--- src/rtl/bp_common_pkg.sv ---
// rtl/bp_common_pkg.sv - shared device map, CLINT offsets and CLINT request/response struct macro
package bp_common_pkg;

    localparam logic [63:0] cfg_dev_base_addr_gp   = 64'h0020_0000;
    localparam logic [63:0] clint_dev_base_addr_gp = 64'h0030_0000;
    localparam logic [63:0] cache_dev_base_addr_gp = 64'h0040_0000;

    localparam logic [15:0] clint_msip_offset_gp     = 16'h0000;
    localparam logic [15:0] clint_mtimecmp_offset_gp = 16'h4000;
    localparam logic [15:0] clint_mtime_offset_gp    = 16'h8000;
    localparam int          clint_reg_width_gp       = 64;

endpackage

`define DECLARE_BP_CLINT_REQ_RESP_S(paddr_width_mp) \
    typedef struct packed { \
        logic                          w; \
        logic [paddr_width_mp-1:0]     addr; \
        logic [clint_reg_width_gp-1:0] data; \
    } bp_clint_req_s; \
    typedef struct packed { \
        logic [clint_reg_width_gp-1:0] data; \
        logic                          err; \
    } bp_clint_resp_s;

--- src/rtl/bp_clint_mtime.sv ---
// rtl/bp_clint_mtime.sv - mtime counter advanced once every mtime_div_p clocks
module bp_clint_mtime
    import bp_common_pkg::*;
#(
    parameter int mtime_div_p = 1
) (
    input  logic                          i_clk,
    input  logic                          i_reset_n,
    input  logic                          i_w_v,
    input  logic [clint_reg_width_gp-1:0] i_w_data,
    output logic [clint_reg_width_gp-1:0] o_mtime
);

    localparam logic [15:0] div_last = 16'(mtime_div_p - 1);

    logic [15:0]                   r_prescale;
    logic [clint_reg_width_gp-1:0] r_mtime;
    logic                          w_tick;

    assign w_tick  = (r_prescale == div_last);
    assign o_mtime = r_mtime;

    // A software load wins over a coincident tick and restarts the prescale period
    always_ff @(posedge i_clk or negedge i_reset_n) begin
        if (!i_reset_n) begin
            r_prescale <= '0;
            r_mtime    <= '0;
        end else if (i_w_v) begin
            r_prescale <= '0;
            r_mtime    <= i_w_data;
        end else if (w_tick) begin
            r_prescale <= '0;
            r_mtime    <= r_mtime + 1'b1;
        end else begin
            r_prescale <= r_prescale + 16'd1;
        end
    end

endmodule

--- src/rtl/bp_clint_mhart.sv ---
// rtl/bp_clint_mhart.sv - multi-hart CLINT: msip, mtimecmp, shared mtime, single-slot response
// Macro BP_CLINT_MTIME_WRITE_EN: allow software writes to mtime (otherwise decode error).
module bp_clint_mhart
    import bp_common_pkg::*;
#(
    parameter int num_harts_p   = 1,
    parameter int paddr_width_p = 40,
    parameter int mtime_div_p   = 1
) (
    input  logic                     clk_i,
    input  logic                     reset_n_i,
    input  logic                     req_v_i,
    output logic                     req_ready_o,
    input  logic                     req_w_i,
    input  logic [paddr_width_p-1:0] req_addr_i,
    input  logic [63:0]              req_data_i,
    output logic                     resp_v_o,
    input  logic                     resp_yumi_i,
    output logic [63:0]              resp_data_o,
    output logic                     resp_err_o,
    output logic [num_harts_p-1:0]   soft_irq_o,
    output logic [num_harts_p-1:0]   timer_irq_o
);

    `DECLARE_BP_CLINT_REQ_RESP_S(paddr_width_p)

    localparam logic [paddr_width_p-17:0] dev_hi = clint_dev_base_addr_gp[paddr_width_p-1:16];

    bp_clint_req_s                 w_req;
    bp_clint_resp_s                w_resp;
    bp_clint_resp_s                r_resp;
    logic                          r_resp_v;
    logic [15:0]                   w_off;
    logic [10:0]                   w_hart;
    logic                          w_base_ok;
    logic                          w_align_ok;
    logic                          w_hart_ok;
    logic                          w_is_msip;
    logic                          w_is_cmp;
    logic                          w_is_mtime;
    logic                          w_mtime_ok;
    logic                          w_err;
    logic                          w_accept;
    logic                          w_wr_ok;
    logic                          w_mtime_we;
    logic                          w_msip_rd;
    logic [clint_reg_width_gp-1:0] w_cmp_rd;
    logic [clint_reg_width_gp-1:0] w_mtime;
    logic [num_harts_p-1:0]        w_msip_we;
    logic [num_harts_p-1:0]        w_cmp_we;
    logic [num_harts_p-1:0]        r_msip;
    logic [num_harts_p-1:0]        r_timer_irq;
    logic [clint_reg_width_gp-1:0] r_mtimecmp [num_harts_p];

    assign w_req = '{w: req_w_i, addr: req_addr_i, data: req_data_i};

    assign w_off      = w_req.addr[15:0];
    assign w_hart     = w_off[13:3];
    assign w_base_ok  = (w_req.addr[paddr_width_p-1:16] == dev_hi);
    assign w_align_ok = (w_off[2:0] == 3'b000);
    assign w_hart_ok  = ({5'd0, w_hart} < 16'(num_harts_p));
    assign w_is_msip  = (w_off[15:14] == clint_msip_offset_gp[15:14]);
    assign w_is_cmp   = (w_off[15:14] == clint_mtimecmp_offset_gp[15:14]);
    assign w_is_mtime = (w_off == clint_mtime_offset_gp);

`ifdef BP_CLINT_MTIME_WRITE_EN
    assign w_mtime_ok = w_is_mtime;
`else
    assign w_mtime_ok = w_is_mtime & ~w_req.w;
`endif

    assign w_err = ~w_base_ok | ~w_align_ok
                 | ~(((w_is_msip | w_is_cmp) & w_hart_ok) | w_mtime_ok);

    assign req_ready_o = ~r_resp_v | resp_yumi_i;
    assign w_accept    = req_v_i & req_ready_o;
    assign w_wr_ok     = w_accept & w_req.w & ~w_err;
    assign w_mtime_we  = w_wr_ok & w_is_mtime;

    always_comb begin
        w_msip_we = '0;
        w_cmp_we  = '0;
        w_msip_rd = 1'b0;
        w_cmp_rd  = '0;
        for (int h = 0; h < num_harts_p; h++) begin
            if (w_hart == 11'(h)) begin
                w_msip_we[h] = w_wr_ok & w_is_msip;
                w_cmp_we[h]  = w_wr_ok & w_is_cmp;
                w_msip_rd    = r_msip[h];
                w_cmp_rd     = r_mtimecmp[h];
            end
        end
    end

    // Reads return pre-edge register values; writes and errors return zero
    always_comb begin
        w_resp.data = '0;
        w_resp.err  = w_err;
        if (!w_err && !w_req.w) begin
            if (w_is_msip) begin
                w_resp.data = {{(clint_reg_width_gp-1){1'b0}}, w_msip_rd};
            end else if (w_is_cmp) begin
                w_resp.data = w_cmp_rd;
            end else begin
                w_resp.data = w_mtime;
            end
        end
    end

    always_ff @(posedge clk_i or negedge reset_n_i) begin
        if (!reset_n_i) begin
            r_resp_v <= 1'b0;
            r_resp   <= '0;
        end else if (w_accept) begin
            r_resp_v <= 1'b1;
            r_resp   <= w_resp;
        end else if (resp_yumi_i) begin
            r_resp_v <= 1'b0;
        end
    end

    always_ff @(posedge clk_i or negedge reset_n_i) begin
        if (!reset_n_i) begin
            r_msip <= '0;
        end else begin
            for (int h = 0; h < num_harts_p; h++) begin
                if (w_msip_we[h]) r_msip[h] <= w_req.data[0];
            end
        end
    end

    always_ff @(posedge clk_i or negedge reset_n_i) begin
        if (!reset_n_i) begin
            for (int h = 0; h < num_harts_p; h++) r_mtimecmp[h] <= '1;
            r_timer_irq <= '0;
        end else begin
            for (int h = 0; h < num_harts_p; h++) begin
                if (w_cmp_we[h]) r_mtimecmp[h] <= w_req.data;
                r_timer_irq[h] <= (w_mtime >= r_mtimecmp[h]);
            end
        end
    end

    bp_clint_mtime #(
        .mtime_div_p (mtime_div_p)
    ) u_mtime (
        .i_clk     (clk_i),
        .i_reset_n (reset_n_i),
        .i_w_v     (w_mtime_we),
        .i_w_data  (w_req.data),
        .o_mtime   (w_mtime)
    );

    assign resp_v_o    = r_resp_v;
    assign resp_data_o = r_resp.data;
    assign resp_err_o  = r_resp.err;
    assign soft_irq_o  = r_msip;
    assign timer_irq_o = r_timer_irq;

endmodule

--- config.mk ---
export PLATFORM = sky130hd
export DESIGN_NAME = bp_clint_mhart
export DESIGN_NICKNAME = d
export VERILOG_FILES = /design/src/rtl/bp_common_pkg.sv /design/src/rtl/bp_clint_mtime.sv /design/src/rtl/bp_clint_mhart.sv
export SDC_FILE = /design/constraint.sdc
export NUM_CORES = 1
export LEC_CHECK = 0
export ABC_AREA = 1
export CAP_MARGIN = 20
export CORE_MARGIN = 2
export CORE_UTILIZATION = 56
export DETAILED_ROUTE_END_ITERATION = 7
export HOLD_SLACK_MARGIN = 0.05
export PLACE_DENSITY = 0.8
export SYNTH_ARGS = -nofsm -noshare
export SYNTH_HDL_FRONTEND = slang
export SYNTH_HIERARCHICAL = 1
export SYNTH_SLANG_ARGS = --single-unit
--- constraint.sdc ---
create_clock -name clk_i -period 1.8 [get_ports clk_i]
set_input_delay 0.18 -clock clk_i [delete_from_list [all_inputs] [get_ports clk_i]]
set_output_delay 0.18 -clock clk_i [all_outputs]
set_load 0.02 [all_outputs]
==> results_dict.tcl <==
set metrics [dict create \
    finalNetCount 2585 \
    clk_latency_ns 0.54 \
    die_h_um 163 \
    maxSlewViolCount 0 \
    post_drt_wl_per_cell_um 17.7 \
    dp.cells 2697 \
    worstSetupEndpointType "flop" \
    firstDrtPassIters 7 \
    grt_max_degree 135 \
    max_cap_viol_count 0 \
    synth_xor_xnor_area_share_pct 0.370 \
    slew_headroom_pct 63.9 \
    power_density_nw_per_um2 680 \
    drt-initial-drc-count 1597 \
    setup_viol 4 \
    dieWidth_um 163 \
    grt-ovfl-total 0 \
    crit_required_ns 2.27 \
    outcome "finished with violations" \
    synth_seq_cells 212 \
    portBuffers 177 \
    grt_pass1_vias 14466 \
    crit_type "flop to flop" \
    fmax_mhz 532 \
    final_cell_mix "nand2_1, inv_1, clkdlybuf4s50_1, nor2_1, nand3_1" \
    clk_pin_slew_ns 0.07 \
    final.min_clock_period_ns 1.88 \
    synth_compound_area_share_pct 8.12 \
    crit_top_cell "nor2_2" \
    tightest_slew_ns 0.541 \
    r2r_slack_ns -0.08 \
    antenna_left 0 \
    violations "negative setup slack" \
    drcViolationCount 0 \
    cp_data_arrival_time_ns 2.35 \
    cp_slowest_stage_delay_ns 0.54 \
    clk_path_buf_depth 3 \
    fillers 1969 \
    worstPathCellList "inv_2 > ha_4 > nand4_1 > nor2_2 > nand3_2 > nor2_2 > nor2_2 > nand2_2 > nand2_1 > nand2_1" \
    antenna_found_initial 1 \
    viasPerCell 5.60 \
    p_leak_nw 8.75 \
    fp-row-count 58 \
    htreeDepth 1 \
    stdcell_count 2756 \
    antenna_cells 0 \
    hold_class "primary input to flop" \
    fin_util_pct 74.7 \
    syn_nets 2312 \
    crit_fanout 3 \
    synth-warning-count 6 \
    period_share_pct 104 \
    finalHoldViolations 0 \
    rsz0062_at_grt "yes" \
    area_growth_pct 31.6 \
    synth_top_family_by_area "simple AND/OR/NAND/NOR gates" \
    ys_seq_area_share_pct 37.9 \
    fin_worst_skew_ns 0.0117 \
    final_common_cell "nand2_1" \
    globalplace.congestion 0.990 \
    tritoncts "built" \
    ioPinCount 178 \
    yosysUniqueCellTypes 44 \
    cts_sinks 212 \
    initial_core_util_pct 56.8 \
    die_area_um2 26700 \
    grt_pass1_wl_um 75600 \
    drive_gt1_share_pct 16.6 \
    cts_buffers 24 \
    synth.avg_cell_area_um2 6.65 \
    dr_total_vias 15425 \
    core_area_um2 25000 \
    detailed_place_hpwl_um 35200 \
    grt_use_total_pct 36.0 \
    routed_wirelength_um 48800 \
    synthCells 2136 \
    synth.area.mux_share_pct 0 \
    ir_worst_vdd_v 0.000719 \
    clk_root_buffer_cell "clkbuf_16" \
    synthAdderAreaFrac_pct 5.90 \
    cp-start-kind "flop" \
    tns_ns -0.143 \
    fin_ws_ns -0.0785 \
    yosys.area_share.simple_pct 39.8 \
    synthesis.area_um2 14200 \
    slowest_stage "dfstp_2" \
]
[synthesized netlist by cell type, drive strengths merged]
cell type	instances	area share, %
xnor2	2	0.12
a21oi	43	1.5
nand2	953	25
nand4	21	0.97
a21o	2	0.11
clkinv	2	0.062
nor3b	7	0.37
o211ai	9	0.48
o21a	34	1.8
inv	195	5.2
and3	1	0.044
dfstp	64	12
a32oi	4	0.25
dfrtp	148	26
nand3b	17	0.92
o21ai	109	3.8
clkbuf	41	1.1
ha	67	5.9
o21bai	1	0.053
conb	1	0.026
xor2	4	0.25
nor4	1	0.044
nand3	144	5.2
buf	37	1.6
a31oi	2	0.088
or2	3	0.13
nor3	14	0.53
nor2	210	6.2
[where the power goes]
group          leakage, nW  total [mW]  internal (mW)  switching, mW
clock                0.398        5.23           3.10           2.13
combinational         5.81        2.27          0.959           1.31
sequential            2.54        5.22           4.93          0.282
total                 8.75        12.7           9.00           3.72
[cell type report]
class | count | area [µm²] | area share (%)
multi-input combinational | 1650 | 8140 | 43.5
sequential | 212 | 5430 | 29.0
timing repair buffer | 324 | 3150 | 16.8
inverter | 197 | 744 | 3.98
clock buffer | 32 | 682 | 3.65
tap | 330 | 413 | 2.21
clock inverter | 11 | 149 | 0.796
[final timing paths]
check                          startpoint                  to  depth (start not counted)
min in group asynchronous       reset_n_i  u_mtime/o_mtime[7]                          2
hold reg to reg            r_mtimecmp[36]      r_mtimecmp[36]                          2
setup reg to reg           r_mtimecmp[11]         timer_irq_o                         10
max in group asynchronous       reset_n_i      r_mtimecmp[43]                          3
setup / recovery           r_mtimecmp[11]         timer_irq_o                         10
hold / removal              req_data_i[7]       r_mtimecmp[7]                          3
[sequential cells by signal (all words and copies together), names as in the netlist]
signal and cells:
resp_v_o 1, timer_irq_o 1, soft_irq_o 1, resp_data_o 64, resp_err_o 1, u_mtime/o_mtime 64
u_mtime/r_prescale 16, r_mtimecmp 64
[stage by stage]
stage	hold WS [ns]	power (mW)	cell area, µm²	setup slack [ns]
2_1_floorplan	-0.116	6.26	14200	0.0990
3_3_place_gp	0.200	7.24	17300	-0.169
3_5_place_dp	0.206	7.30	17300	-0.203
4_1_cts	0.163	12.5	18200	-0.0496
5_1_grt	0.174	13.2	18700	-0.131
6_report	0.169	12.7	18700	-0.0785
[per-layer routing]
metal / wire length [µm] / part of all wire, % / up-vias / track usage (%)
li1: - / - / 7290 / -
met1: 20500 / 42 / 7210 / 50.1
met2: 21800 / 45 / 793 / 56.5
met3: 4960 / 10 / 128 / 7.26
met4: 1510 / 3.1 / 4 / 11.2
met5: 27 / 0.055 / - / 0
[repair_timing]
item,CTS,global route
setup endpoints to repair,16,58
pin swaps,12,22
hold endpoints to repair,80,0
resized for setup,22,124
cloned,0,2
setup buffers,3,10
hold buffers,1,0
[worst max-delay path: cells and delay by family, from the launching register on]
| family | cells | cell delay (ns) |
|---|---|---|
| simple gates | 8 | 0.96 |
| flops | 1 | 0.54 |
| buf+inv | 1 | 0.05 |
| fa+ha+maj | 1 | 0.26 |
[kinds of logic (layout without fill, tap and decap cells)]
kind of cell             Yosys count  in the layout
buffers and inverters            275            564
flip-flops                       212            212
AO/OA/AOI/OAI                    204            204
other                              1              1
AND/OR/NAND/NOR                 1371           1372
XOR/XNOR                           6              6
adder cells (fa/ha/maj)           67             67
No activity file was read; power rests on OpenSTA's default activity.
